File: config.mk
export PLATFORM = sky130hd
export DESIGN_NAME = gpio_led_ctrl_flat
export DESIGN_NICKNAME = d
export VERILOG_FILES = /design/src/rtl/gpio_led_ctrl_if.sv /design/src/rtl/gpio_led_ctrl.sv /design/src/flat_wrapper.sv
export SDC_FILE = /design/constraint.sdc
export NUM_CORES = 1
export LEC_CHECK = 0
export ABC_AREA = 1
export CAP_MARGIN = 20
export CORE_MARGIN = 5
export CORE_UTILIZATION = 40
export CTS_CLUSTER_DIAMETER = 50
export CTS_CLUSTER_SIZE = 12
export DETAILED_ROUTE_END_ITERATION = 10
export PLACE_DENSITY = 0.68
export SETUP_SLACK_MARGIN = 0.4
export SYNTH_ARGS = -nofsm -noshare
export SYNTH_HDL_FRONTEND = slang
export SYNTH_SLANG_ARGS = --single-unit
File: constraint.sdc
create_clock -name clock -period 3.2 [get_ports clock]
set_input_delay 0.64 -clock clock [delete_from_list [all_inputs] [get_ports clock]]
set_output_delay 0.64 -clock clock [all_outputs]
set_load 0.02 [all_outputs]
File: src/rtl/gpio_led_ctrl_if.sv
// gpio_led_ctrl_if: register bus between the core data port and the LED controller.
//   sel    - access request, sampled only while the controller is idle
//   mem_wr - 1 = write, 0 = read
//   addr   - byte address; [3:2] selects the register, [10:4] must be 0 when checked
//   din    - write data
//   dout   - read data, held until the next read completes
//   busy   - high for the single cycle an access is being acknowledged
interface gpio_led_ctrl_if;
    logic        sel;
    logic        mem_wr;
    logic [10:0] addr;
    logic [31:0] din;
    logic [31:0] dout;
    logic        busy;

    modport master (output sel, output mem_wr, output addr, output din,
                    input dout, input busy);
    modport slave  (input sel, input mem_wr, input addr, input din,
                    output dout, output busy);
endinterface

File: src/rtl/gpio_led_ctrl.sv
// gpio_led_ctrl: four-LED output controller with ODR, per-LED 8-bit PWM and optional blink.
//   clock    - system clock, rising edge
//   rst      - asynchronous active-low reset
//   bus      - register bus (slave side), see gpio_led_ctrl_if
//   out_leds - registered LED drive
// Register map: 0x0 ODR[3:0], 0x4 DUTY (8 bits per LED), 0x8 CTRL ([3:0] PWM en,
// [7:4] blink en), 0xC PRESCALE[15:0]. Unused bits read 0.
// Build option: define GPIO_LED_BLINK_EN to include the blink phase and CTRL[7:4].
module gpio_led_ctrl #(
    parameter logic [15:0] PRESCALE_RST = 16'd0,
    parameter int unsigned BASE_CHK     = 1
) (
    input  logic                  clock,
    input  logic                  rst,
    gpio_led_ctrl_if.slave        bus,
    output logic [3:0]            out_leds
);

    typedef enum logic {StIdle, StAck} state_e;

    state_e      state_q, state_d;
    logic [1:0]  reg_q;
    logic        mapped_q;
    logic        wr_q;
    logic [31:0] wdata_q;
    logic [31:0] dout_q;

    logic [3:0]  odr_q;
    logic [31:0] duty_q;
    logic [3:0]  pwm_en_q;
    logic [15:0] prescale_q;
    logic [15:0] pcnt_q;
    logic [7:0]  pwm_cnt_q;
    logic [3:0]  leds_q;
`ifdef GPIO_LED_BLINK_EN
    logic [3:0]  blink_en_q;
    logic        blink_q;
`endif

    logic        req_mapped;
    logic        commit;
    logic        wr_en;
    logic        tick;
    logic [31:0] rdata;
    logic [3:0]  leds_d;

    assign req_mapped = (BASE_CHK == 0) || (bus.addr[10:4] == 7'd0);
    // ACK always lasts exactly one cycle, so the edge leaving ACK is the commit edge.
    assign commit     = (state_q == StAck);
    assign wr_en      = commit && wr_q && mapped_q;
    assign tick       = (pcnt_q == prescale_q);

    assign bus.busy   = (state_q == StAck);
    assign bus.dout   = dout_q;
    assign out_leds   = leds_q;

    always_comb begin
        state_d = state_q;
        unique case (state_q)
            StIdle:  if (bus.sel) state_d = StAck;
            StAck:   state_d = StIdle;
            default: state_d = StIdle;
        endcase
    end

    always_ff @(posedge clock or negedge rst) begin
        if (!rst) begin
            state_q  <= StIdle;
            reg_q    <= 2'd0;
            mapped_q <= 1'b0;
            wr_q     <= 1'b0;
            wdata_q  <= 32'd0;
        end else begin
            state_q <= state_d;
            if (state_q == StIdle && bus.sel) begin
                reg_q    <= bus.addr[3:2];
                mapped_q <= req_mapped;
                wr_q     <= bus.mem_wr;
                wdata_q  <= bus.din;
            end
        end
    end

    always_comb begin
        rdata = 32'd0;
        if (mapped_q) begin
            unique case (reg_q)
                2'd0: rdata[3:0] = odr_q;
                2'd1: rdata      = duty_q;
                2'd2: begin
                    rdata[3:0] = pwm_en_q;
`ifdef GPIO_LED_BLINK_EN
                    rdata[7:4] = blink_en_q;
`endif
                end
                2'd3: rdata[15:0] = prescale_q;
                default: rdata = 32'd0;
            endcase
        end
    end

    always_ff @(posedge clock or negedge rst) begin
        if (!rst) begin
            odr_q      <= 4'd0;
            duty_q     <= 32'd0;
            pwm_en_q   <= 4'd0;
            prescale_q <= PRESCALE_RST;
            dout_q     <= 32'd0;
`ifdef GPIO_LED_BLINK_EN
            blink_en_q <= 4'd0;
`endif
        end else begin
            if (commit && !wr_q) dout_q <= rdata;
            if (wr_en) begin
                unique case (reg_q)
                    2'd0: odr_q  <= wdata_q[3:0];
                    2'd1: duty_q <= wdata_q;
                    2'd2: begin
                        pwm_en_q <= wdata_q[3:0];
`ifdef GPIO_LED_BLINK_EN
                        blink_en_q <= wdata_q[7:4];
`endif
                    end
                    2'd3: prescale_q <= wdata_q[15:0];
                    default: ;
                endcase
            end
        end
    end

    // A PRESCALE write restarts the prescaler so the new period starts cleanly.
    always_ff @(posedge clock or negedge rst) begin
        if (!rst) begin
            pcnt_q    <= 16'd0;
            pwm_cnt_q <= 8'd0;
`ifdef GPIO_LED_BLINK_EN
            blink_q   <= 1'b0;
`endif
        end else begin
            if (wr_en && reg_q == 2'd3) begin
                pcnt_q <= 16'd0;
            end else if (tick) begin
                pcnt_q <= 16'd0;
            end else begin
                pcnt_q <= pcnt_q + 16'd1;
            end
            if (tick) begin
                pwm_cnt_q <= pwm_cnt_q + 8'd1;
`ifdef GPIO_LED_BLINK_EN
                if (pwm_cnt_q == 8'hFF) blink_q <= ~blink_q;
`endif
            end
        end
    end

    always_comb begin
        leds_d = odr_q;
        for (int i = 0; i < 4; i++) begin
            if (pwm_en_q[i]) begin
                leds_d[i] = (pwm_cnt_q < duty_q[8*i +: 8]);
`ifdef GPIO_LED_BLINK_EN
            end else if (blink_en_q[i]) begin
                leds_d[i] = odr_q[i] & blink_q;
`endif
            end else begin
                leds_d[i] = odr_q[i];
            end
        end
    end

    always_ff @(posedge clock or negedge rst) begin
        if (!rst) leds_q <= 4'd0;
        else      leds_q <= leds_d;
    end

endmodule

File: src/flat_wrapper.sv
// flat-port wrapper written by rule: the top's interface ports become plain ports
module gpio_led_ctrl_flat 
#(
    parameter logic [15:0] PRESCALE_RST = 16'd0,
    parameter int unsigned BASE_CHK     = 1
)
  (clock, rst, out_leds, bus_sel, bus_mem_wr, bus_addr, bus_din, bus_dout, bus_busy);
  gpio_led_ctrl_if bus_i ();
  input  logic clock;
  input  logic rst;
  output logic [3:0] out_leds;
  input wire logic [$bits(bus_i.sel)-1:0] bus_sel;
  input wire logic [$bits(bus_i.mem_wr)-1:0] bus_mem_wr;
  input wire logic [$bits(bus_i.addr)-1:0] bus_addr;
  input wire logic [$bits(bus_i.din)-1:0] bus_din;
  output wire logic [$bits(bus_i.dout)-1:0] bus_dout;
  output wire logic [$bits(bus_i.busy)-1:0] bus_busy;
  assign bus_i.sel = bus_sel;
  assign bus_i.mem_wr = bus_mem_wr;
  assign bus_i.addr = bus_addr;
  assign bus_i.din = bus_din;
  assign bus_dout = bus_i.dout;
  assign bus_busy = bus_i.busy;
  gpio_led_ctrl #(.PRESCALE_RST(PRESCALE_RST), .BASE_CHK(BASE_CHK)) u_core (.clock(clock), .rst(rst), .bus(bus_i), .out_leds(out_leds));
endmodule
==> impl.org <==
** Global route
- Initial antenna violation count :: 0
- All-layer global routing usage :: 17.98%
- Pin count of the biggest net entering global routing :: 57
- Wire length of the first global-routing pass :: 29610 um
- After global routing the overflow that remains totals 0.
- The via count of the first global-routing pass came to 5847.

** Die
- DIE WIDTH :: 144.8 um
- The floorplan step defined a die boundary enclosing 20950 um2.
- Core Footprint :: 17900 um2
- Cell Rows :: 49
- The die is 144.8 um tall.
- For this configuration, the core starts out at a cell density of 40.57%.
- Pin placement for this block handled 84 I/O pins.

** Logic synthesis
- Fraction of post-synthesis cell area in the top cell type by area :: 52.71%
- For this run, the leading register cell type out of synthesis is sky130_fd_sc_hd__dfrtp_1.
- Library cell with the largest summed area after synthesis :: sky130_fd_sc_hd__dfrtp_1
- Synthesis produced 862 cells.
- The cell area that synthesis handed to floorplanning was 7263 um2.
- Synthesized net count :: 939
- Yosys printed 0 warnings.
- Number of storage elements in the synthesis netlist :: 153
- In the synthesized netlist the async set-or-reset flop fraction comes to 100.0%.
- Number of enable flip-flop cells after synthesis :: 0
- Average cell area after synthesis :: 8.426 um2
- Biggest area contributors in the synthesized netlist :: sky130_fd_sc_hd__dfrtp_1, sky130_fd_sc_hd__nand2_1, sky130_fd_sc_hd__o21ai_0
- The share of the Yosys chip area taken by registers is 52.71%.
- Synthesis instantiated 33 different standard cells from the library.

** Worst setup path
- The worst setup path is launched from a register.
- CP Class :: register to register
- The signal on the critical path passes through inv_2, nand2_1, buf_4, clkinv_1, buf_4, o21ai_0.
- The critical path runs through a total of 6 cells.
- R2R cell count :: 6
- Crit path capture type :: register
- Worst path max stage delay :: 490 ps
- The worst register-to-register path ends at u_core.reg_q[1].
- The critical path contains buffers and inverters numbering 4 combined.
- Arrival @ worst endpoint :: 2360 ps
- End point of the critical path :: u_core.reg_q[1]
- Crit-path most repeated cell :: sky130_fd_sc_hd__buf_4
- On the critical path, the stage with the largest delay is an instance of sky130_fd_sc_hd__inv_2.
- Tracing the worst setup path back leads to its startpoint at u_core.bus.busy.
- R2R Setup Slk :: 1130 ps
- In this run the worst path has a maximum fanout of 44.
- Crit path max-delay family :: buffers and inverters
- Start of the worst register-to-register path :: u_core.bus.busy
- WP data required :: 3490 ps

** CTS
- The number of hold buffers added after CTS was 0.
- TritonCTS clock tree :: built
- The clock reaches the later pin of the worst-skew pair after 430 ps.
- TritonCTS created 17 clock buffers.
- After clock tree synthesis, the clock-pin slew on the worst setup and hold paths is 70 ps.
- The clock net in this run drives a total of 153 sinks.
- Total setup buffers inserted after CTS :: 0
- Root buffer cell :: sky130_fd_sc_hd__clkbuf_16
- Number of levels in the clock H-tree :: 4
- Gates resized during post-CTS repair numbered 0.
- Maximum root-to-sink buffer count :: 2

** Place
- After legalization and detailed placement, the total HPWL measured 11960 um.
- At the end of routability-driven placement, the weighted congestion stood at 0.8180.
- After detailed placement, the design holds a cell count of 1152.
- Number of input and output port buffers inserted :: 81

** Cells and area
- Non-filler instance count after layout :: 1184
- Total number of nets in the final design :: 1019
- Register Area :: 3829 um2
- Final Core Density :: 49.68%
- The post-route netlist has 7.539% of its cells at a drive strength greater than 1.
- Relative to the synthesized area, the layout overhead comes to 22.45%.
- Area occupied by multi-input gates :: 2950 um2
- Number of inserted filler cells in the final layout :: 1696
- The repair_antennas step left the layout with diodes totalling 0.

** Timing
- The worst path needs 2070 ps of the cycle, external delays included.
- Setup-failing EPs final :: 0
- On the final layout, the worst clock skew is 13.17 ps.
- Number of pins with negative max-slew slack in the final report :: 0
- Based on the critical path, the design can be clocked at up to 483.0 MHz.
- Fraction of the cycle the final worst path needs :: 64.70%
- For the pin with the worst max-slew slack, the measured transition is 650.6 ps.
- Setup repair after global routing missed its margin :: no
- The number of hold-slack violations in the final timing report was 0.
- Max-slew headroom :: 56.56%
- Adding up every negative setup slack in the final design gives 0 ps.

** Drt
- Detailed-route vias per instance :: 4.954
- Remaining design rule violation count :: 0
- After detailed routing, the average wire length per cell comes to 14.85 um.
- Post-route antenna net violation count :: 0
- For this run, the detailed router's first-pass iteration total came to 5.
- Vias :: 5865
- The first routing iteration left 359 violations.
- The final layout contains routed wiring with a total length of 17590 um.

** Run
- The tool flagged a number of max-cap violations equal to 0.

** Power and ir drop
- Static Leakage :: 4.171 nW
- Largest vdd supply drop :: 0.0003851 V
- Areal power density over the cells :: 579.2 nW/um2

** Worst hold path
- The tightest min-delay check is of the input pin to asynchronous set/reset pin type.

** Run status
- The run finished with clean final reports.
[cell type report]
class	count	share of cell area (%)
Sequential cell	153	43.05
Timing Repair Buffer	89	10.09
Clock buffer	17	4.783
Clock inverter	15	1.759
Inverter	93	3.925
Tap cell	229	3.222
Multi-Input combinational cell	588	33.17
[through the flow]
| stage | cell area, um2 | total power [W] | hold slack (ps) | worst slack, ps |
|---|---|---|---|---|
| 2_1_floorplan | 7263 | 0.002879 | 344.4 | 1763 |
| 3_3_place_gp | 8312 | 0.003165 | 458.0 | 921.0 |
| 3_5_place_dp | 8312 | 0.003200 | 465.5 | 903.4 |
| 4_1_cts | 8894 | 0.005195 | 182.4 | 1040 |
| 5_1_grt | 8894 | 0.005457 | 192.4 | 860.3 |
| 6_report | 8894 | 0.005152 | 174.1 | 1130 |
[worst register-to-register path, delay by kind of cell (launching register included)]
family | cells | cell delay [ps]
compound gates | 1 | 160
flops | 1 | 390
buf+inv | 4 | 1270
simple gates | 1 | 110
[metal layers]
layer  GRT usage, %  routed length, um
met1          23.64               7974
met2          29.39               8579
met3          4.338                703
met4          5.793                330
met5              0                  0
[where the power goes]
part           switching (W)  total, W  internal, W
logic               0.000523  0.000882     0.000359
registers           0.000200   0.00228      0.00208
clock network       0.000889   0.00199      0.00110
[cell usage in the layout, fill, tap and decap left out, drive strengths merged]
cell	Yosys	final
and3	1	1
inv	92	100
dfrtp	153	153
nand3	35	35
o21ai	117	117
o211a	1	1
a21oi	5	5
xnor2	3	3
bufinv	0	1
buf	13	9
ha	30	30
clkbuf	15	17
o211ai	15	15
clkinvlp	0	1
nor2	49	49
o2111ai	4	4
nor3	7	7
nand2	293	293
nor4	1	1
clkinv	1	6
a31oi	3	3
nand3b	2	2
nand4	6	6
xor2	12	12
or2	4	4
clkdlybuf4s50	0	80
[flip-flops by register name, indices dropped and copies added (netlist names), 2 cells and up]
name and count:
u_core.bus.dout 32, u_core.duty_q 32, u_core.odr_q 4, u_core.out_leds 4, u_core.pcnt_q 16, u_core.prescale_q 16
u_core.pwm_cnt_q 8, u_core.pwm_en_q 4, u_core.reg_q 2, u_core.wdata_q 32
[cells by family after synthesis]
kind of cell	synth area share, %
adders and majority gates	5.168
AOI/OAI and AO/OA	10.84
buffers and inverters	6.684
DFF	52.71
and+or+nand+nor	22.79
xor gates and xnor gates	1.809
[worst min path at each step]
stage                       start                 end  slack (ps)  cells past startpoint
2_1_floorplan                 rst     u_core.bus.busy         340                      0
3_3_place_gp    u_core.wdata_q[0]    u_core.duty_q[0]         460                      2
3_5_place_dp   u_core.wdata_q[23]  u_core.wdata_q[23]         470                      2
4_1_cts                       rst   u_core.wdata_q[5]         180                      1
5_1_grt                       rst   u_core.wdata_q[6]         190                      1
6_report                      rst   u_core.wdata_q[6]         170                      1
[Yosys cell counts, types with 12 or more instances]
cell type and instances:
sky130_fd_sc_hd__xor2_1 12, sky130_fd_sc_hd__nor2_1 47, sky130_fd_sc_hd__ha_1 30, sky130_fd_sc_hd__dfrtp_1 153, sky130_fd_sc_hd__nand2_1 288, sky130_fd_sc_hd__inv_1 75
sky130_fd_sc_hd__inv_2 17, sky130_fd_sc_hd__o21ai_1 34, sky130_fd_sc_hd__nand3_1 35, sky130_fd_sc_hd__o211ai_1 15, sky130_fd_sc_hd__clkbuf_1 15, sky130_fd_sc_hd__o21ai_0 83
Note: power is estimated with default switching activity, not from simulation.
